==> config.mk <==
export PLATFORM = sky130hd
export DESIGN_NAME = sched_ctrl_multi
export DESIGN_NICKNAME = d
export VERILOG_FILES = /design/src/rtl/sched_pkg.sv /design/src/rtl/sched_chan_trk.sv /design/src/rtl/sched_ctrl_multi.sv
export SDC_FILE = /design/constraint.sdc
export NUM_CORES = 1
export LEC_CHECK = 0
export ABC_CLOCK_PERIOD_IN_PS = 2600
export BUFFER_PORTS_ARGS = -buffer_cell sky130_fd_sc_hd__buf_4
export CAP_MARGIN = 40
export CORE_MARGIN = 2
export CORE_UTILIZATION = 35
export CTS_BUF_LIST = sky130_fd_sc_hd__clkbuf_8
export DETAILED_ROUTE_END_ITERATION = 12
export GPL_TIMING_DRIVEN = 0
export SLEW_MARGIN = 20
export SYNTH_ARGS = -nofsm -noshare
export SYNTH_HDL_FRONTEND = slang
export SYNTH_SLANG_ARGS = --single-unit
export TNS_END_PERCENT = 20
==> constraint.sdc <==
create_clock -name clk -period 2.6 [get_ports clk]
set_input_delay 0.52 -clock clk [delete_from_list [all_inputs] [get_ports clk]]
set_output_delay 0.52 -clock clk [all_outputs]
set_load 0.01 [all_outputs]
==> src/rtl/sched_pkg.sv <==
// Shared scheduler definitions: master-FSM encodings, scheduler states and the
// default store-engine acknowledge timeout. Also consumed by fsm64.
package sched_pkg;

  localparam logic [2:0] M_IDLE  = 3'd0;
  localparam logic [2:0] M_LEFT  = 3'd1;
  localparam logic [2:0] M_BASE  = 3'd2;
  localparam logic [2:0] M_RIGHT = 3'd3;
  localparam logic [2:0] M_FSLD  = 3'd7;

  localparam int ACK_TMO_DEF = 16;

  typedef enum logic [2:0] {
    S_IDLE  = 3'd0,
    S_ISSUE = 3'd1,
    S_WAIT  = 3'd2,
    S_NEXT  = 3'd3,
    S_FIN   = 3'd4
  } sched_state_t;

endpackage

==> src/rtl/sched_chan_trk.sv <==
// Per-channel tracker: remembers that a store was issued, watches for the
// engine's busy acknowledge and marks the channel complete on done or timeout.
module sched_chan_trk
  import sched_pkg::*;
#(
  parameter int ACK_TMO = ACK_TMO_DEF
) (
  input  logic clk,
  input  logic rstn,
  input  logic start,
  input  logic clr,
  input  logic busy,
  input  logic done,
  output logic issued,
  output logic cmpl,
  output logic fin_now,
  output logic tmo
);

  localparam int CW = $clog2(ACK_TMO + 1);

  logic          acked;
  logic [CW-1:0] ack_cnt;
  logic          waiting;

  assign waiting = issued & ~cmpl;
  // The count covers the ACK_TMO cycles following the start pulse; the last
  // one without busy is the timeout cycle, which also completes the channel.
  assign tmo     = waiting & ~acked & ~busy & (ack_cnt == CW'(ACK_TMO - 1));
  assign fin_now = waiting & ((done & busy) | tmo);

  // NOTE: state registers use non-blocking assignments so every flop samples
  // pre-edge values, independent of the order the blocks are evaluated in.
  always_ff @(posedge clk or negedge rstn) begin
    if (!rstn) begin
      issued  <= 1'b0;
      cmpl    <= 1'b0;
      acked   <= 1'b0;
      ack_cnt <= '0;
    end else if (start) begin
      issued  <= 1'b1;
      cmpl    <= 1'b0;
      acked   <= 1'b0;
      ack_cnt <= '0;
    end else if (clr) begin
      issued  <= 1'b0;
      cmpl    <= 1'b0;
      acked   <= 1'b0;
      ack_cnt <= '0;
    end else if (waiting) begin
      if (busy)
        acked <= 1'b1;
      else if (!acked)
        ack_cnt <= ack_cnt + CW'(1);
      if (fin_now)
        cmpl <= 1'b1;
    end
  end

endmodule

==> src/rtl/sched_ctrl_multi.sv <==
// Store scheduler: on FSLD or BASE entry of the master FSM it issues store
// jobs on the masked channels, in parallel or one at a time, then flags the end.
module sched_ctrl_multi
  import sched_pkg::*;
#(
  parameter int NCH     = 3,
  parameter int RND_W   = 8,
  parameter int ACK_TMO = ACK_TMO_DEF
) (
  input  logic             clk,
  input  logic             rstn,
  input  logic [2:0]       mast_curr_state,
  input  logic [NCH-1:0]   cfg_fsld_mask,
  input  logic [NCH-1:0]   cfg_base_mask,
  input  logic             cfg_par_mode,
  input  logic [RND_W-1:0] cfg_base_rounds,
  input  logic [NCH-1:0]   store_busy,
  input  logic [NCH-1:0]   store_done,
  output logic [NCH-1:0]   start_store,
  output logic             flag_fsld_end,
  output logic             flag_base_end,
  output logic             sched_busy,
  output logic             sched_err
);

  sched_state_t     state_q, state_d;
  logic [2:0]       mast_q;
  logic             job_base_q;
  logic             par_q;
  logic [NCH-1:0]   base_mask_q;
  logic [NCH-1:0]   pending_q;
  logic [RND_W-1:0] rounds_q;
  logic [RND_W-1:0] round_cnt_q;

  logic             trig_fsld, trig_base, trig;
  logic [NCH-1:0]   issue_sel;
  logic [NCH-1:0]   trk_issued, trk_cmpl, trk_fin, trk_tmo;
  logic             all_done;
  logic [RND_W:0]   rnd_next;
  logic             last_round;

  assign trig_fsld = (mast_curr_state == M_FSLD) && (mast_q != M_FSLD);
  assign trig_base = (mast_curr_state == M_BASE) && (mast_q != M_BASE);
  assign trig      = trig_fsld | trig_base;

  // Including this cycle's completions keeps done-to-flag latency at two.
  assign all_done   = &(~trk_issued | trk_cmpl | trk_fin);
  // A programmed round count of zero falls out as a single round here.
  assign rnd_next   = {1'b0, round_cnt_q} + (RND_W + 1)'(1);
  assign last_round = ~job_base_q | (rnd_next >= {1'b0, rounds_q});

  // NOTE: every combinational output gets a default first so no path through
  // the block leaves it unassigned and infers a latch.
  always_comb begin
    issue_sel = '0;
    if (state_q == S_ISSUE)
      issue_sel = par_q ? pending_q : (pending_q & (~pending_q + NCH'(1)));
  end

  for (genvar i = 0; i < NCH; i++) begin : g_trk
    sched_chan_trk #(.ACK_TMO(ACK_TMO)) u_trk (
      .clk     (clk),
      .rstn    (rstn),
      .start   (issue_sel[i]),
      .clr     (state_q == S_NEXT),
      .busy    (store_busy[i]),
      .done    (store_done[i]),
      .issued  (trk_issued[i]),
      .cmpl    (trk_cmpl[i]),
      .fin_now (trk_fin[i]),
      .tmo     (trk_tmo[i])
    );
  end

  always_ff @(posedge clk or negedge rstn) begin
    if (!rstn) state_q <= S_IDLE;
    else       state_q <= state_d;
  end

  always_comb begin
    state_d = state_q;
    unique case (state_q)
      S_IDLE:  if (trig) state_d = S_ISSUE;
      S_ISSUE: state_d = S_WAIT;
      S_WAIT:  if (all_done) state_d = S_NEXT;
      S_NEXT:  state_d = ((pending_q != '0) || !last_round) ? S_ISSUE : S_FIN;
      S_FIN:   state_d = S_IDLE;
      default: state_d = S_IDLE;
    endcase
  end

  always_ff @(posedge clk or negedge rstn) begin
    if (!rstn) begin
      mast_q      <= M_IDLE;
      job_base_q  <= 1'b0;
      par_q       <= 1'b0;
      base_mask_q <= '0;
      pending_q   <= '0;
      rounds_q    <= '0;
      round_cnt_q <= '0;
      sched_err   <= 1'b0;
    end else begin
      mast_q <= mast_curr_state;
      if ((trig && state_q != S_IDLE) || (|trk_tmo))
        sched_err <= 1'b1;
      case (state_q)
        S_IDLE: if (trig) begin
          job_base_q  <= trig_base;
          par_q       <= cfg_par_mode;
          base_mask_q <= cfg_base_mask;
          pending_q   <= trig_base ? cfg_base_mask : cfg_fsld_mask;
          rounds_q    <= cfg_base_rounds;
          round_cnt_q <= '0;
        end
        S_ISSUE: pending_q <= pending_q & ~issue_sel;
        S_NEXT: if (pending_q == '0 && !last_round) begin
          round_cnt_q <= rnd_next[RND_W-1:0];
          pending_q   <= base_mask_q;
        end
        default: ;
      endcase
    end
  end

  assign start_store   = issue_sel;
  assign flag_fsld_end = (state_q == S_FIN) && !job_base_q;
  assign flag_base_end = (state_q == S_FIN) && job_base_q;
  assign sched_busy    = (state_q != S_IDLE);

endmodule

==> flow_metrics.tcl <==
set metrics [dict create \
    cp.required_ns 2.80 \
    nNetsFinal 393 \
    hold_class "input pin to asynchronous set/reset pin" \
    power_density_nw_per_um2 961 \
    grt_max_degree 56 \
    track_usage 0.139 \
    tightest_slew_ns 0.691 \
    critPathMaxStageDelay_ns 0.42 \
    start_util 0.359 \
    synth_area_per_cell_um2 10.3 \
    ctsLongestPathBuffers 2 \
    crit-reg2reg-launch "round_cnt_q[2]$_DFFE_PN0P_" \
    io_buffers 32 \
    ctsHtreeMaxLevel 2 \
    vias_per_cell 5.17 \
    boundaryPins 33 \
    synth_area_leaders "dfrtp_1 (44%), ha_1 (6.0%), mux2_4 (5.3%), nor2_1 (3.3%), nand2_1 (2.7%)" \
    cts-root-buf "clkbuf_8" \
    r2r_slack_ns 0.03 \
    cp_max_fo 6 \
    final_cells 460 \
    yosys_register_bits 55 \
    hold_viol 0 \
    grt_pass1_wl_mm 11.1 \
    synth.most_common_cell "dfrtp_1" \
    rows 34 \
    synth.distinct_cells 54 \
    path_cells "and3_4 -> and3_4 -> and3_4 -> xor2_1 -> ha_1 -> and3_4 -> nor2b_4 -> nor3_4 -> nand2_2 -> a32o_1" \
    hpwl_mm 4.63 \
    critPathArrivalTime_ns 2.76 \
    timing.rr.end "round_cnt_q[4]$_DFFE_PN0P_" \
    drtPass1Iterations 4 \
    grt_pass1_vias 2379 \
    routed_wl_mm 6.49 \
    synthesis.nets 344 \
    cts_tree "built" \
    fillers 840 \
    crit_slowest_cell "dfrtp_2" \
    cpMostUsedCell "and3_4" \
    die_x_um 98.3 \
    cellInternalPower_mw 2.21 \
    clkPwrFrac 0.151 \
    max_cap_violations 0 \
    synthArstFlopShare 1.00 \
    power.switching_fraction 0.386 \
    reg2reg_depth 10 \
    fin_skew_ns 0.00480 \
    vias 2379 \
    synth.yosys.warnings 0 \
    finalCriticalPeriod_ns 2.57 \
    grt_setup_unrepaired "true" \
    critical_path_class "register to register" \
    fin_setup_tns_ns 0 \
    irDropWorstVdd_mv 0.458 \
    leakage_nw 1.79 \
    drv_slew 0 \
    timing.final.ws_setup_ns 0.0331 \
    clock_latency_ns 0.30 \
    antenna_found_initial 0 \
    cts.sinks 55 \
    yosysTopAreaCellShare 0.442 \
    relSlewSlack 0.539 \
    drc 0 \
    synth_commonest_cells "dfrtp_1 (55), nor2_1 (27), nand2_1 (22)" \
    crit_cells 10 \
    finalCritPeriodShare 0.987 \
    crit_family "simple AND/OR/NAND/NOR gates" \
    pre_cts_slack_ns -0.355 \
    grt.overflow.total 0 \
    critPathLaunchType "register" \
    place_congestion 0.857 \
    synth.largest_area_cell "dfrtp_1" \
    drive_above_1_share 0.270 \
    cp-startpoint "round_cnt_q[2]$_DFFE_PN0P_" \
    die_h_um 98.3 \
    insertedDiodeCount 0 \
    antenna_left 0 \
    status "finished, final reports clean" \
    cts.reportedPaths.clkPinSlew_ns 0.09 \
    core_area_um2 8680 \
    netlist_area_um2 3110 \
    synth_edf_count 0 \
    critical_path_buf_inv_count 0 \
    fmax_ghz 0.390 \
    ys_seq_area_frac 0.442 \
    syn_inst 303 \
    area_delta_synth_final_pct 20.7 \
    place_inst 443 \
    power_switching_mw 1.39 \
    setup_violations 0 \
    dieArea_um2 9660 \
    seq_power_share 0.386 \
    wl_per_cell_um 14.1 \
    numCtsBuffers 5 \
    endpoint_kind "register" \
    p_comb_frac 0.463 \
    drt_iter0_markers 94 \
    synth-main-ff-cell "dfrtp_1" \
]
[timing repair]
action | in CTS | in global routing
gates resized for setup | 13 | 10
pin swaps | 2 | 13
endpoints found under the setup margin | 12 | 11
hold buffers | 0 | 0
setup buffers | 4 | 6
[power by group through the flow]
stage / logic (mW) / clock network, mW / registers (mW)
2_1_floorplan: 1.16 / 0 / 1.33
3_3_place_gp: 1.45 / 0 / 1.40
6_report: 1.67 / 0.545 / 1.39
5_1_grt: 1.89 / 0.599 / 1.43
3_5_place_dp: 1.48 / 0 / 1.40
4_1_cts: 1.57 / 0.568 / 1.38
[worst max-delay path by stage]
stage | end | slack (ns)
6_report | round_cnt_q[4]$_DFFE_PN0P_ | 0.03
5_1_grt | round_cnt_q[6]$_DFFE_PN0P_ | -0.06
4_1_cts | round_cnt_q[6]$_DFFE_PN0P_ | 0.03
3_5_place_dp | round_cnt_q[4]$_DFFE_PN0P_ | -0.36
3_3_place_gp | round_cnt_q[1]$_DFFE_PN0P_ | -0.30
2_1_floorplan | round_cnt_q[6]$_DFFE_PN0P_ | 0.0001
[cells by family after synthesis]
logic type,Yosys count,synth area share
buffers and inverters,28,0.0426
XOR/XNOR,15,0.0422
adder cells (fa/ha/maj),15,0.0603
multiplexers,19,0.0792
flip-flops,55,0.442
AO/OA/AOI/OAI,57,0.127
AND/OR/NAND/NOR,114,0.206
[routing by layer]
layer,share of wire,track usage
met5,0,0
met4,0.012,0.0390
met3,0.032,0.0286
met2,0.48,0.233
met1,0.48,0.181
[through the flow]
stage	cell area (um^2)	power, mW	util	hold WS, ns
3_3_place_gp	3490	2.85	0.402	0.478
2_1_floorplan	3110	2.49	-	0.224
4_1_cts	3670	3.52	0.423	0.287
5_1_grt	3760	3.92	0.433	0.307
3_5_place_dp	3490	2.89	0.402	0.485
6_report	3760	3.61	0.433	0.257
[flip-flops by register name, summed over array words and instances, names as in the netlist, 3 cells and up]
name,count
g_trk.u_trk.acked,3
g_trk.u_trk.cmpl,3
g_trk.u_trk.issued,3
rounds_q,8
g_trk.u_trk.ack_cnt,15
mast_q,3
state_q,3
base_mask_q,3
round_cnt_q,8
pending_q,3
[layout by cell type (no fill, tap or decap), types with 3 or more instances in the layout]
cell / instances
nand4_1: 6
nor3_2: 5
dfrtp_1: 53
a211oi_1: 3
a32o_1: 3
and3_4: 4
mux2i_1: 7
and3_1: 7
ha_1: 14
clkbuf_8: 5
inv_1: 19
xnor2_1: 6
o21ai_0: 10
a31oi_1: 6
nand3_1: 11
xor2_1: 9
buf_4: 44
a21oi_1: 15
nor2_1: 27
mux2_4: 11
nand2_1: 21
o211ai_1: 3
buf_6: 3
o21ai_1: 4
clkbuf_1: 3
nand2b_1: 11
[final cells by class]
type / count / area (um^2) / share of cell area
buffer: 10 / 65.1 / 0.0173
clock inverter: 2 / 33.8 / 0.00899
timing repair buffer: 42 / 319 / 0.0849
sequential: 55 / 1380 / 0.367
tap: 108 / 135 / 0.0360
multi-input combinational: 220 / 1690 / 0.449
clock buffer: 5 / 68.8 / 0.0183
inverter: 18 / 67.6 / 0.0180
Power figures use the tool's default switching activity.
